[src/rtl/pipe_pkg.sv]
// Shared encodings for the IF-ID-EX-MR-MW-WB pipeline control blocks.
// State codes and the hardwired-zero register index.
package pipe_pkg;

   localparam logic [1:0] ST_RUN        = 2'd0;
   localparam logic [1:0] ST_LOAD_STALL = 2'd1;
   localparam logic [1:0] ST_MEM_WAIT   = 2'd2;
   localparam logic [1:0] ST_FLUSH      = 2'd3;

   localparam logic [4:0] REG_ZERO = 5'd0;

   typedef enum logic [1:0] {
      S_RUN        = ST_RUN,
      S_LOAD_STALL = ST_LOAD_STALL,
      S_MEM_WAIT   = ST_MEM_WAIT,
      S_FLUSH      = ST_FLUSH
   } hz_state_e;

endpackage : pipe_pkg

[src/rtl/sat_counter.sv]
// Saturating up-counter with synchronous clear; holds at all-ones instead of wrapping.
module sat_counter #(
   parameter int WIDTH = 8
) (
   input  logic             clk,
   input  logic             reset,
   input  logic             clr_i,
   input  logic             inc_i,
   output logic [WIDTH-1:0] count_o
);

   logic [WIDTH-1:0] count_q;

   // NOTE: sequential state is updated only with non-blocking assignments.
   always_ff @(posedge clk) begin
      if (reset || clr_i) begin
         count_q <= '0;
      end else if (inc_i && (count_q != '1)) begin
         count_q <= count_q + 1'b1;
      end
   end

   assign count_o = count_q;

endmodule : sat_counter

[src/rtl/pipeline_hazard_ctrl.sv]
// Stall/flush controller: load-use bubbles, data-memory wait freeze, taken-branch flush,
// a saturating stall-cycle counter and a sticky memory-timeout error.
module pipeline_hazard_ctrl
   import pipe_pkg::*;
#(
   parameter int MEM_TIMEOUT = 64,
   parameter int CNT_W       = 16
) (
   input  logic             clk,
   input  logic             reset,
   input  logic [4:0]       PR_ID_Rs,
   input  logic [4:0]       PR_ID_Rt,
   input  logic             PR_ID_UsesRt,
   input  logic             ID_EX_MemRead,
   input  logic [4:0]       ID_EX_Rd,
   input  logic             EX_MR_MemRead,
   input  logic             mem_ready,
   input  logic             EX_BranchTaken,
   output logic             pc_write,
   output logic             if_id_write,
   output logic             if_id_flush,
   output logic             id_ex_bubble,
   output logic             pipe_hold,
   output logic [CNT_W-1:0] stall_cycles,
   output logic             mem_timeout_err
);

   localparam int WAIT_W = $clog2(MEM_TIMEOUT) + 1;

   hz_state_e         state_q, state_d;
   logic              err_q, err_d;
   logic [WAIT_W-1:0] wait_cnt;
   logic              load_use;
   logic              timeout_hit;

   assign load_use = ID_EX_MemRead && (ID_EX_Rd != REG_ZERO) &&
                     ((ID_EX_Rd == PR_ID_Rs) || (PR_ID_UsesRt && (ID_EX_Rd == PR_ID_Rt)));

   assign timeout_hit = (wait_cnt == WAIT_W'(MEM_TIMEOUT - 1));

   // NOTE: every output and next-state signal gets a default first, so no latch is inferred.
   always_comb begin
      state_d      = state_q;
      err_d        = err_q;
      pc_write     = 1'b1;
      if_id_write  = 1'b1;
      if_id_flush  = 1'b0;
      id_ex_bubble = 1'b0;
      pipe_hold    = 1'b0;

      unique case (state_q)
         S_RUN: begin
            if (EX_MR_MemRead && !mem_ready) begin
               state_d     = S_MEM_WAIT;
               pipe_hold   = 1'b1;
               pc_write    = 1'b0;
               if_id_write = 1'b0;
            end else if (EX_BranchTaken) begin
               state_d      = S_FLUSH;
               if_id_flush  = 1'b1;
               id_ex_bubble = 1'b1;
            end else if (load_use) begin
               state_d      = S_LOAD_STALL;
               pc_write     = 1'b0;
               if_id_write  = 1'b0;
               id_ex_bubble = 1'b1;
            end
         end
         // Once timed out the pipe stays frozen until reset, even if data finally arrives.
         S_MEM_WAIT: begin
            if (mem_ready && !err_q) begin
               state_d = S_RUN;
            end else begin
               pipe_hold   = 1'b1;
               pc_write    = 1'b0;
               if_id_write = 1'b0;
               if (!mem_ready && timeout_hit) begin
                  err_d = 1'b1;
               end
            end
         end
         S_LOAD_STALL, S_FLUSH: state_d = S_RUN;
         default:               state_d = S_RUN;
      endcase

      if (reset) begin
         pc_write     = 1'b1;
         if_id_write  = 1'b1;
         if_id_flush  = 1'b0;
         id_ex_bubble = 1'b0;
         pipe_hold    = 1'b0;
      end
   end

   always_ff @(posedge clk) begin
      if (reset) begin
         state_q <= S_RUN;
         err_q   <= 1'b0;
      end else begin
         state_q <= state_d;
         err_q   <= err_d;
      end
   end

   // wait_cnt is zero on entry to MEM_WAIT and counts each cycle spent there.
   sat_counter #(.WIDTH(WAIT_W)) u_wait_cnt (
      .clk     (clk),
      .reset   (reset),
      .clr_i   (state_d != S_MEM_WAIT),
      .inc_i   (state_q == S_MEM_WAIT),
      .count_o (wait_cnt)
   );

   sat_counter #(.WIDTH(CNT_W)) u_stall_cnt (
      .clk     (clk),
      .reset   (reset),
      .clr_i   (1'b0),
      .inc_i   (!pc_write),
      .count_o (stall_cycles)
   );

   assign mem_timeout_err = err_q;

endmodule : pipeline_hazard_ctrl
[config.mk]
export PLATFORM = sky130hd
export DESIGN_NAME = pipeline_hazard_ctrl
export DESIGN_NICKNAME = d
export VERILOG_FILES = /design/src/rtl/pipe_pkg.sv /design/src/rtl/sat_counter.sv /design/src/rtl/pipeline_hazard_ctrl.sv
export SDC_FILE = /design/constraint.sdc
export NUM_CORES = 1
export LEC_CHECK = 0
export CORE_UTILIZATION = 49
export DETAILED_ROUTE_END_ITERATION = 10
export GPL_TIMING_DRIVEN = 0
export PLACE_DENSITY = 0.84
export SLEW_MARGIN = 0
export SYNTH_ARGS = -nofsm -noshare
export SYNTH_HDL_FRONTEND = slang
export SYNTH_SLANG_ARGS = --single-unit
[constraint.sdc]
create_clock -name clk -period 3.7 [get_ports clk]
set_input_delay 0.555 -clock clk [delete_from_list [all_inputs] [get_ports clk]]
set_output_delay 0.555 -clock clk [all_outputs]
set_load 0.02 [all_outputs]
==> metrics.md, run 1 <==
| Metric | Value |
|---|---|
| Predominant post-synthesis flop cell | `dfxtp_1` |
| Crit start category | `input port` |
| Fillers | `232` |
| Vias per cell | `5.75` |
| Post-CTS sizing | `0` |
| Status | `finished, final reports clean` |
| Post-synth top area share | `36.9%` |
| Final WL | `3320 µm` |
| Hold Buf Count CTS | `0` |
| Post-route DRC violation count | `0` |
| Hold crit path type | `flip-flop to flip-flop` |
| GRT overflow | `0` |
| Initial DRC count | `33` |
| CTS clock-pin slew for the worst setup and hold paths | `0.12 ns` |
| Area contributors post-synth | `dfxtp_1 (37%), xor2_1 (8.1%), nor2_1 (5.6%), a21oi_1 (3.9%), nand2_1 (3.2%)` |
| Max transition margin | `66.9%` |
| Placed inst area | `0.00188 mm²` |
| Synth Cell Area | `0.00141 mm²` |
| Chip Height | `55.7 µm` |
| Kind of cell adding the most delay to the critical path | `buffers and inverters` |
| Hold Slack | `between 0.4 and 0.5 ns` |
| Final Skew | `0.00278 ns` |
| Total Power | `0.000491 W` |
| First-pass GRT wire length | `5630 µm` |
| Area delta synth->final | `34.8%` |
| Root Buffer Master | `clkbuf_4` |
| Fin util | `69.6%` |
| Buf/Inv on CP | `3` |
| RSZ-0062 raised after global routing | `no` |
| Peak fanout along the critical path | `4` |
| Crit path DAT | `2.77 ns` |
| Commonest non-fill, non-tap cell in the layout | `clkdlybuf4s50_1` |
| Pins over their slew limit | `0` |
| Ratio of cells with drive above 1 in the final layout | `6.05%` |
| # port buffers | `43` |
| Antenna violations before repair | `0` |
| Area leader, netlist | `dfxtp_1` |
| Antenna cells | `0` |
| Setup bufs post-CTS | `0` |
| Cts bufs inserted | `3` |
| Rows | `19` |
| Largest net degree at the start of global routing | `14` |
| Critical path's slowest cell | `clkdlybuf4s50_1` |
| I/O pin cnt | `44` |
| Avg WL per Cell | `13.5 µm` |
| Total Routing Usage GR | `approximately 22%` |
| Die area | `a little over 0.003 mm²` |
| Max Root-Sink Buffers | `2` |
| Crit-path cells | `clkdlybuf4s50_1 -> or4_1 -> o21ai_1 -> o31a_1 -> buf_4 -> clkdlybuf4s50_1` |
| Max cap viols | `0` |
| Tightest Pin Transition | `~0.49 ns` |
| Post-Syn Instances | `169` |
| Average cell area after synthesis | `approximately 8.4 µm²` |
| Worst vdd ir | `0.253 mV` |
| Pleak | `0.666 nW` |
| CP required | `3.14 ns` |
| DRT Pass-1 Iters | `4` |
| Number of global-route vias before repair | `1394` |
| Crit end category | `primary output` |
| Most used cell, CP | `clkdlybuf4s50_1` |
| Vias | `1415` |
| Nets | `241` |
| Crit path time final | `3.33 ns` |
| Part of the Yosys area used for sequential elements | `36.9%` |
| Worst-skew pair later-pin latency | `0.31 ns` |
| Post-DRT Antenna Nets | `0` |
| Hold Fails Final Rpt | `0` |
| Yosys warns | `0` |
| Flop and latch count out of synthesis | `26` |
| TritonCTS clock tree | `yes` |
| Routability cong. | `roughly 0.85` |
| Post-synth EDFFs | `0` |
| Chip Width | `55.7 µm` |
| Fin Setup TNS | `0 ns` |
| Synthesized net count | `193` |
| Post-DP HPWL | `2560 µm` |
| Critical setup path kind | `input port to primary output` |
| Final setup viols | `0` |
| Yosys cell types | `43` |
| Starting Density | `51.6%` |
| CORE AREA | `0.00273 mm²` |
| Max frequency | `about 300 MHz` |
| Ys async rst share | `0%` |
| Cell area after layout | `0.00190 mm²` |
| H-tree levels | `1` |
| Final period util | `between 80 and 90%` |
| CP max stage delay | `0.60 ns` |
| Most frequent cells in the layout | `clkdlybuf4s50_1 (43), dfxtp_1 (26), nor2_1 (21)` |
| Pwr Density | `258 mW/mm²` |
| CTS sink count | `26` |
registers in the layout (all words and copies together), names as in the netlist:
signal               flops
u_stall_cnt.count_o     16
u_wait_cnt.count_o       7
state_q                  2
mem_timeout_err          1
worst paths after layout:
path                            slack [ns]  cells past startpoint                    from                     end
worst max register to register        1.47                      9  u_stall_cnt.count_o[0]  u_stall_cnt.count_o[1]
worst max-delay path                  0.37                      6             ID_EX_Rd[1]                pc_write
worst min register to register        0.50                      2   u_wait_cnt.count_o[5]   u_wait_cnt.count_o[5]
worst min-delay path                  0.50                      2   u_wait_cnt.count_o[5]   u_wait_cnt.count_o[5]
through the flow:
stage / worst slack, ns / instances
final: 0.374 / 246
after global routing: 0.272 / 246
after CTS: 0.373 / 246
after detailed placement: 0.370 / 243
after global placement: 0.418 / 243
after floorplan: 1.40 / 169
cell type report:
type                       count  area (µm²)  area share, %
multi-input combinational    129         823           43.3
sequential                    26         520           27.4
clock buffer                   3        22.5           1.18
tap                           31        38.8           2.04
inverter                       8        30.0           1.58
buffer                         6        37.5           1.97
timing repair buffer          43         430           22.6
worst reg2reg max path, delay by kind of cell, from the launching register on:
| family | cells | cell delay, ns |
|---|---|---|
| AO/OA/AOI/OAI | 1 | 0.32 |
| adder cells (fa/ha/maj) | 1 | 0.24 |
| buffers and inverters | 2 | 0.37 |
| flip-flops | 1 | 0.43 |
| multiplexers | 1 | 0.19 |
| AND/OR/NAND/NOR | 4 | 0.60 |
logic make-up after synthesis:
| kind of cell | share of synthesized area [%] |
|---|---|
| adder cells (fa/ha/maj) | 1.77 |
| XOR/XNOR | 9.31 |
| multiplexers | 3.81 |
| flip-flops | 36.9 |
| AO/OA/AOI/OAI | 16.1 |
| AND/OR/NAND/NOR | 27.3 |
| buffers and inverters | 4.79 |
cells in the mapped netlist (2+ instances only):
cell type	number
clkbuf_1	3
xnor2_1	2
or3_1	6
nor3_1	3
o21ai_0	6
mux2_2	3
nand2_1	12
dfxtp_1	26
xor2_1	13
nand4_1	4
ha_1	2
nor2b_1	2
o21bai_1	2
nand3_1	7
o21a_1	2
inv_1	8
or4_1	5
buf_4	2
nor4_1	3
nor2_1	21
o31ai_1	4
a21oi_1	11
mux2i_1	2
power breakdown:
group           total, W  leakage (nW)  internal (W)  switching (W)
Sequential      0.000288         0.210      0.000284     0.00000407
Clock           0.000115        0.0138     0.0000381      0.0000768
Combinational  0.0000881         0.442     0.0000470      0.0000411
Total           0.000491         0.666      0.000369       0.000122
layer usage:
| metal | wire (µm) | GRT usage (%) | vias to the layer above | share of wire, % |
|---|---|---|---|---|
| met5 | 0 | 0 | - | 0 |
| met4 | 40 | 6.79 | 0 | 1.2 |
| met3 | 149 | 4.65 | 11 | 4.5 |
| met2 | 1700 | 40.6 | 44 | 51 |
| met1 | 1430 | 25.3 | 659 | 43 |
| li1 | - | - | 701 | - |
Power figures use the tool's default switching activity.
==> run 2: changes to the inputs <==
--- a/config.mk
+++ b/config.mk
@@ -5,10 +5,12 @@
 export SDC_FILE = /design/constraint.sdc
 export NUM_CORES = 1
 export LEC_CHECK = 0
-export CORE_UTILIZATION = 49
+export CELL_PAD_IN_SITES_DETAIL_PLACEMENT = 1
+export CELL_PAD_IN_SITES_GLOBAL_PLACEMENT = 2
+export CORE_UTILIZATION = 28
 export DETAILED_ROUTE_END_ITERATION = 10
 export GPL_TIMING_DRIVEN = 0
-export PLACE_DENSITY = 0.84
+export PLACE_DENSITY_LB_ADDON = 0.1
 export SLEW_MARGIN = 0
 export SYNTH_ARGS = -nofsm -noshare
 export SYNTH_HDL_FRONTEND = slang
==> metrics.md, run 2 (synthesized netlist as in run 1, its figures left out) <==
| Metric | Value |
|---|---|
| Hold Buf Count CTS | `0` |
| Final setup viols | `0` |
| Cts bufs inserted | `3` |
| Antenna violations before repair | `0` |
| CTS clock-pin slew for the worst setup and hold paths | `0.09 ns` |
| Root Buffer Master | `clkbuf_8` |
| GRT overflow | `0` |
| Final Skew | `around 0.005 ns` |
| Hold crit path type | `flip-flop to flip-flop` |
| CORE AREA | `approximately 0.0048 mm²` |
| Setup bufs post-CTS | `0` |
| Pleak | `~0.7 nW` |
| Antenna cells | `0` |
| Chip Width | `73.0 µm` |
| Post-DRT Antenna Nets | `0` |
| Nets | `241` |
| Area delta synth->final | `40.3%` |
| Max frequency | `about 300 MHz` |
| Max reg flops | `16` |
| RSZ-0062 raised after global routing | `no` |
| Post-CTS sizing | `0` |
| H-tree levels | `1` |
| Total area of sequential cells | `520 µm²` |
| Crit path DAT | `2.80 ns` |
| TritonCTS clock tree | `yes` |
| Worst vdd ir | `0.166 mV` |
| Rows | `25` |
| Commonest non-fill, non-tap cell in the layout | `clkdlybuf4s50_1` |
| Tightest Pin Transition | `between 0.5 and 0.6 ns` |
| Pins over their slew limit | `0` |
| CTS sink count | `26` |
| Starting Density | `29.5%` |
| DRT Pass-1 Iters | `4` |
| Die area | `0.00533 mm²` |
| Critical setup path kind | `input port to primary output` |
| Max cap viols | `0` |
| Fin Setup TNS | `0 ns` |
| Max Root-Sink Buffers | `2` |
| Largest net degree at the start of global routing | `15` |
| Ratio of cells with drive above 1 in the final layout | `6.48%` |
| Crit start category | `input port` |
| Routability cong. | `~0.74` |
| Vias per cell | `around 5.0` |
| Max transition margin | `64.0%` |
| Post-DP HPWL | `3120 µm` |
| CP required | `~3.1 ns` |
| Final WL | `just under 4000 µm` |
| Avg WL per Cell | `13.9 µm` |
| I/O pin cnt | `44` |
| Hold Fails Final Rpt | `0` |
| Status | `finished, final reports clean` |
| Peak fanout along the critical path | `4` |
| Initial DRC count | `34` |
| First-pass GRT wire length | `6690 µm` |
| Dpl ws | `0.318 ns` |
| Multi-input gate area | `823 µm²` |
| Worst-skew pair later-pin latency | `about 0.27 ns` |
| Pwr Density | `285 mW/mm²` |
| Crit path time final | `3.35 ns` |
| Post-route DRC violation count | `0` |
| Vias | `~1400` |
| Fillers | `~580` |
| Most frequent cells in the layout | `clkdlybuf4s50_1 (43), dfxtp_1 (26), nor2_1 (21)` |
| # port buffers | `43` |
| Final period util | `90.6%` |
| Crit end category | `primary output` |
| Chip Height | `between 70 and 80 µm` |
| Total Routing Usage GR | `16.1%` |
| Number of global-route vias before repair | `about 1400` |
| Fin worst setup slack | `about 0.35 ns` |
-- run 2: cell types whose count changed in the layout (fill, tap and decap cells not counted) --
cell,previous run,this run
clkbuf_8,0,4
clkbuf_4,3,0
-- run 2: worst paths after layout --
path                               start                     end  cells after the start  slack, ns
setup / recovery             ID_EX_Rd[3]                pc_write                      7       0.35
hold / removal     u_wait_cnt.count_o[5]   u_wait_cnt.count_o[5]                      2       0.50
setup reg to reg  u_stall_cnt.count_o[6]  u_stall_cnt.count_o[1]                      8       1.38
hold reg to reg    u_wait_cnt.count_o[5]   u_wait_cnt.count_o[5]                      2       0.50
-- run 2: report_power, final --
group | switching [W] | total [W] | internal [W]
Clock | 0.0000927 | 0.000188 | 0.0000952
Sequential | 0.00000372 | 0.000287 | 0.000283
Combinational | 0.0000421 | 0.0000891 | 0.0000470
Total | 0.000139 | 0.000564 | 0.000425
-- run 2: per-layer routing --
layer	vias to the layer above	share of wire [%]	track usage [%]
met2	24	50	27.9
li1	698	-	-
met5	-	0	0
met1	677	46	20.8
met4	0	0.38	3.27
met3	2	3.3	3.18
-- run 2: through the flow --
step | hold slack, ns | total power (W) | util, % | cell area (µm²) | std cells
3_5_place_dp | 0.489 | 0.000384 | 40.2 | 1930 | 279
2_1_floorplan | 0.454 | 0.000337 | - | 1410 | 169
6_report | 0.500 | 0.000564 | 41.4 | 1980 | 283
5_1_grt | 0.529 | 0.000594 | 41.4 | 1980 | 283
3_3_place_gp | 0.467 | 0.000382 | 40.2 | 1930 | 279
4_1_cts | 0.503 | 0.000575 | 41.4 | 1980 | 283
-- run 2: worst max-delay path, stage by stage --
cell	delay, ns
clkdlybuf4s50_1	0.47
xor2_1	0.19
nor4_1	0.30
a32oi_1	0.20
o31a_1	0.39
buf_4	0.15
clkdlybuf4s50_1	0.52
-- run 2: cell type report --
cell class | instances | share of cell area, %
inverters | 8 | 1.52
repair buffers | 43 | 21.7
plain buffers | 6 | 1.90
multi-input cells | 129 | 41.6
well taps | 67 | 4.23
flip-flops and latches | 26 | 26.3
clock buffers | 4 | 2.78
==> run 3: changes to the inputs <==
--- a/config.mk
+++ b/config.mk
@@ -7,10 +7,12 @@
 export LEC_CHECK = 0
 export CELL_PAD_IN_SITES_DETAIL_PLACEMENT = 1
 export CELL_PAD_IN_SITES_GLOBAL_PLACEMENT = 2
+export CORE_MARGIN = 3
 export CORE_UTILIZATION = 28
+export CTS_CLUSTER_DIAMETER = 30
 export DETAILED_ROUTE_END_ITERATION = 10
 export GPL_TIMING_DRIVEN = 0
-export PLACE_DENSITY_LB_ADDON = 0.1
+export PLACE_DENSITY = 0.95
 export SLEW_MARGIN = 0
 export SYNTH_ARGS = -nofsm -noshare
 export SYNTH_HDL_FRONTEND = slang
==> metrics.md, run 3 (synthesized netlist as in run 1, its figures left out) <==
| Metric | Value |
|---|---|
| Final period util | `88.8%` |
| Pins over their slew limit | `0` |
| Fin Setup TNS | `0 ns` |
| Worst vdd ir | `0.192 mV` |
| Antenna violations before repair | `0` |
| Fin util | `about 41%` |
| First-pass GRT wire length | `roughly 6700 µm` |
| GRT overflow | `0` |
| Total Routing Usage GR | `13.7%` |
| Starting Density | `29.5%` |
| Max Root-Sink Buffers | `2` |
| Fillers | `588` |
| Antenna cells | `0` |
| CP required | `between 3 and 4 ns` |
| Status | `finished, final reports clean` |
| H-tree levels | `1` |
| I/O pin cnt | `44` |
| Crit path DAT | `2.73 ns` |
| Sw frac | `about 24%` |
| Die area | `0.00593 mm²` |
| Worst-skew pair later-pin latency | `around 0.27 ns` |
| Max frequency | `around 300 MHz` |
| Hold Fails Final Rpt | `0` |
| Largest net degree at the start of global routing | `15` |
| Post-DP HPWL | `2960 µm` |
| R2R Path Start | `u_stall_cnt.count_o[7]` |
| Area delta synth->final | `40.3%` |
| Critical setup path kind | `input port to primary output` |
| Vias | `between 1000 and 1500` |
| Post-route DRC violation count | `0` |
| Crit path time final | `3.29 ns` |
| Pleak | `between 0.6 and 0.7 nW` |
| # port buffers | `43` |
| Vias per cell | `4.84` |
| NetSw | `roughly 0.00013 W` |
| Commonest non-fill, non-tap cell in the layout | `clkdlybuf4s50_1` |
| Rows | `25` |
| Total area of sequential cells | `approximately 520 µm²` |
| Crit start category | `input port` |
| Crit end category | `primary output` |
| Most frequent cells in the layout | `clkdlybuf4s50_1 (43), dfxtp_1 (26), nor2_1 (21)` |
| Avg WL per Cell | `13.2 µm` |
| Share of total power in sequential cells | `roughly half` |
| Worst R2R Path Depth | `8` |
| Nets | `~240` |
| DRT Pass-1 Iters | `4` |
| Multi-input gate area | `823 µm²` |
| Max transition margin | `66.5%` |
| Max reg flops | `16` |
| Root Buffer Master | `clkbuf_8` |
| Chip Width | `77.0 µm` |
| Routability cong. | `0.752` |
| Dpl ws | `0.393 ns` |
| Peak fanout along the critical path | `4` |
| Hold Buf Count CTS | `0` |
| CTS sink count | `26` |
| CTS clock-pin slew for the worst setup and hold paths | `0.09 ns` |
| Max cap viols | `0` |
| Ratio of cells with drive above 1 in the final layout | `6.48%` |
| CORE AREA | `0.00479 mm²` |
| Hold crit path type | `flip-flop to flip-flop` |
| Number of global-route vias before repair | `1437` |
| Clk network pwr share | `33.1%` |
| Combinational share of power | `15.7%` |
| Cts bufs inserted | `3` |
| Setup bufs post-CTS | `0` |
| Post-DRT Antenna Nets | `0` |
| Final WL | `3730 µm` |
| TritonCTS clock tree | `yes` |
| Pwr Density | `roughly 280 mW/mm²` |
| Chip Height | `around 77 µm` |
| CP startpoint | `ID_EX_Rd[3]` |
| Final Skew | `0.00327 ns` |
| RSZ-0062 raised after global routing | `no` |
| Crit path to | `pc_write` |
| Setup slack, reg-to-reg | `1.44 ns` |
| Post-CTS sizing | `0` |
| Internal power of the cells | `0.000425 W` |
| Initial DRC count | `25` |
| Tightest Pin Transition | `~0.5 ns` |
| Worst r2r dst | `u_stall_cnt.count_o[1]` |
| Final setup viols | `0` |
| Fin worst setup slack | `0.413 ns` |
-- run 3: cell counts in the layout (fill, tap and decap cells not counted) --
Identical to the previous run, type by type.
-- run 3: area by class of cell --
cell class / instances / area share [%]
plain buffers: 6 / 1.90
clock buffers: 4 / 2.78
inverters: 8 / 1.52
multi-input cells: 129 / 41.6
flip-flops and latches: 26 / 26.3
well taps: 67 / 4.23
repair buffers: 43 / 21.7
-- run 3: power groups by stage --
stage	Clock [W]	Sequential (W)	Combinational, W
floorplan	0	0.000294	0.0000426
global placement	0	0.000293	0.0000880
detailed placement	0	0.000294	0.0000889
CTS	0.000195	0.000287	0.0000894
global route	0.000208	0.000288	0.0000962
finish	0.000185	0.000287	0.0000878
-- run 3: how the worst min path moves through the flow --
stage	from	end	slack (ns)	cells after the start
after floorplan	u_wait_cnt.count_o[5]	u_wait_cnt.count_o[5]	0.45	2
after global placement	u_wait_cnt.count_o[5]	u_wait_cnt.count_o[5]	0.47	2
after detailed placement	u_wait_cnt.count_o[6]	u_wait_cnt.count_o[6]	0.50	2
after CTS	u_wait_cnt.count_o[6]	u_wait_cnt.count_o[6]	0.52	2
after global routing	u_wait_cnt.count_o[6]	u_wait_cnt.count_o[6]	0.54	2
final	u_wait_cnt.count_o[5]	u_wait_cnt.count_o[5]	0.51	2
-- run 3: through the flow --
stage | hold slack (ns) | instances | area, µm² | total power, W
detailed placement | 0.501 | 279 | 1930 | 0.000382
CTS | 0.516 | 283 | 1980 | 0.000572
floorplan | 0.454 | 169 | 1410 | 0.000337
global route | 0.541 | 283 | 1980 | 0.000592
finish | 0.513 | 283 | 1980 | 0.000560
global placement | 0.469 | 279 | 1930 | 0.000381
-- run 3: critical path, cell delays in order --
cell	delay [ns]
clkdlybuf4s50_1	0.46
xor2_1	0.19
nor4_1	0.29
a32oi_1	0.19
o31a_1	0.37
buf_4	0.15
clkdlybuf4s50_1	0.53
-- run 3: layer usage --
layer	part of all wire, %	vias up	track usage, %
li1	-	699	-
met1	47	646	17.3
met2	48	22	22.7
met3	4.3	2	4.23
met4	0.46	0	3.74
met5	0	-	0
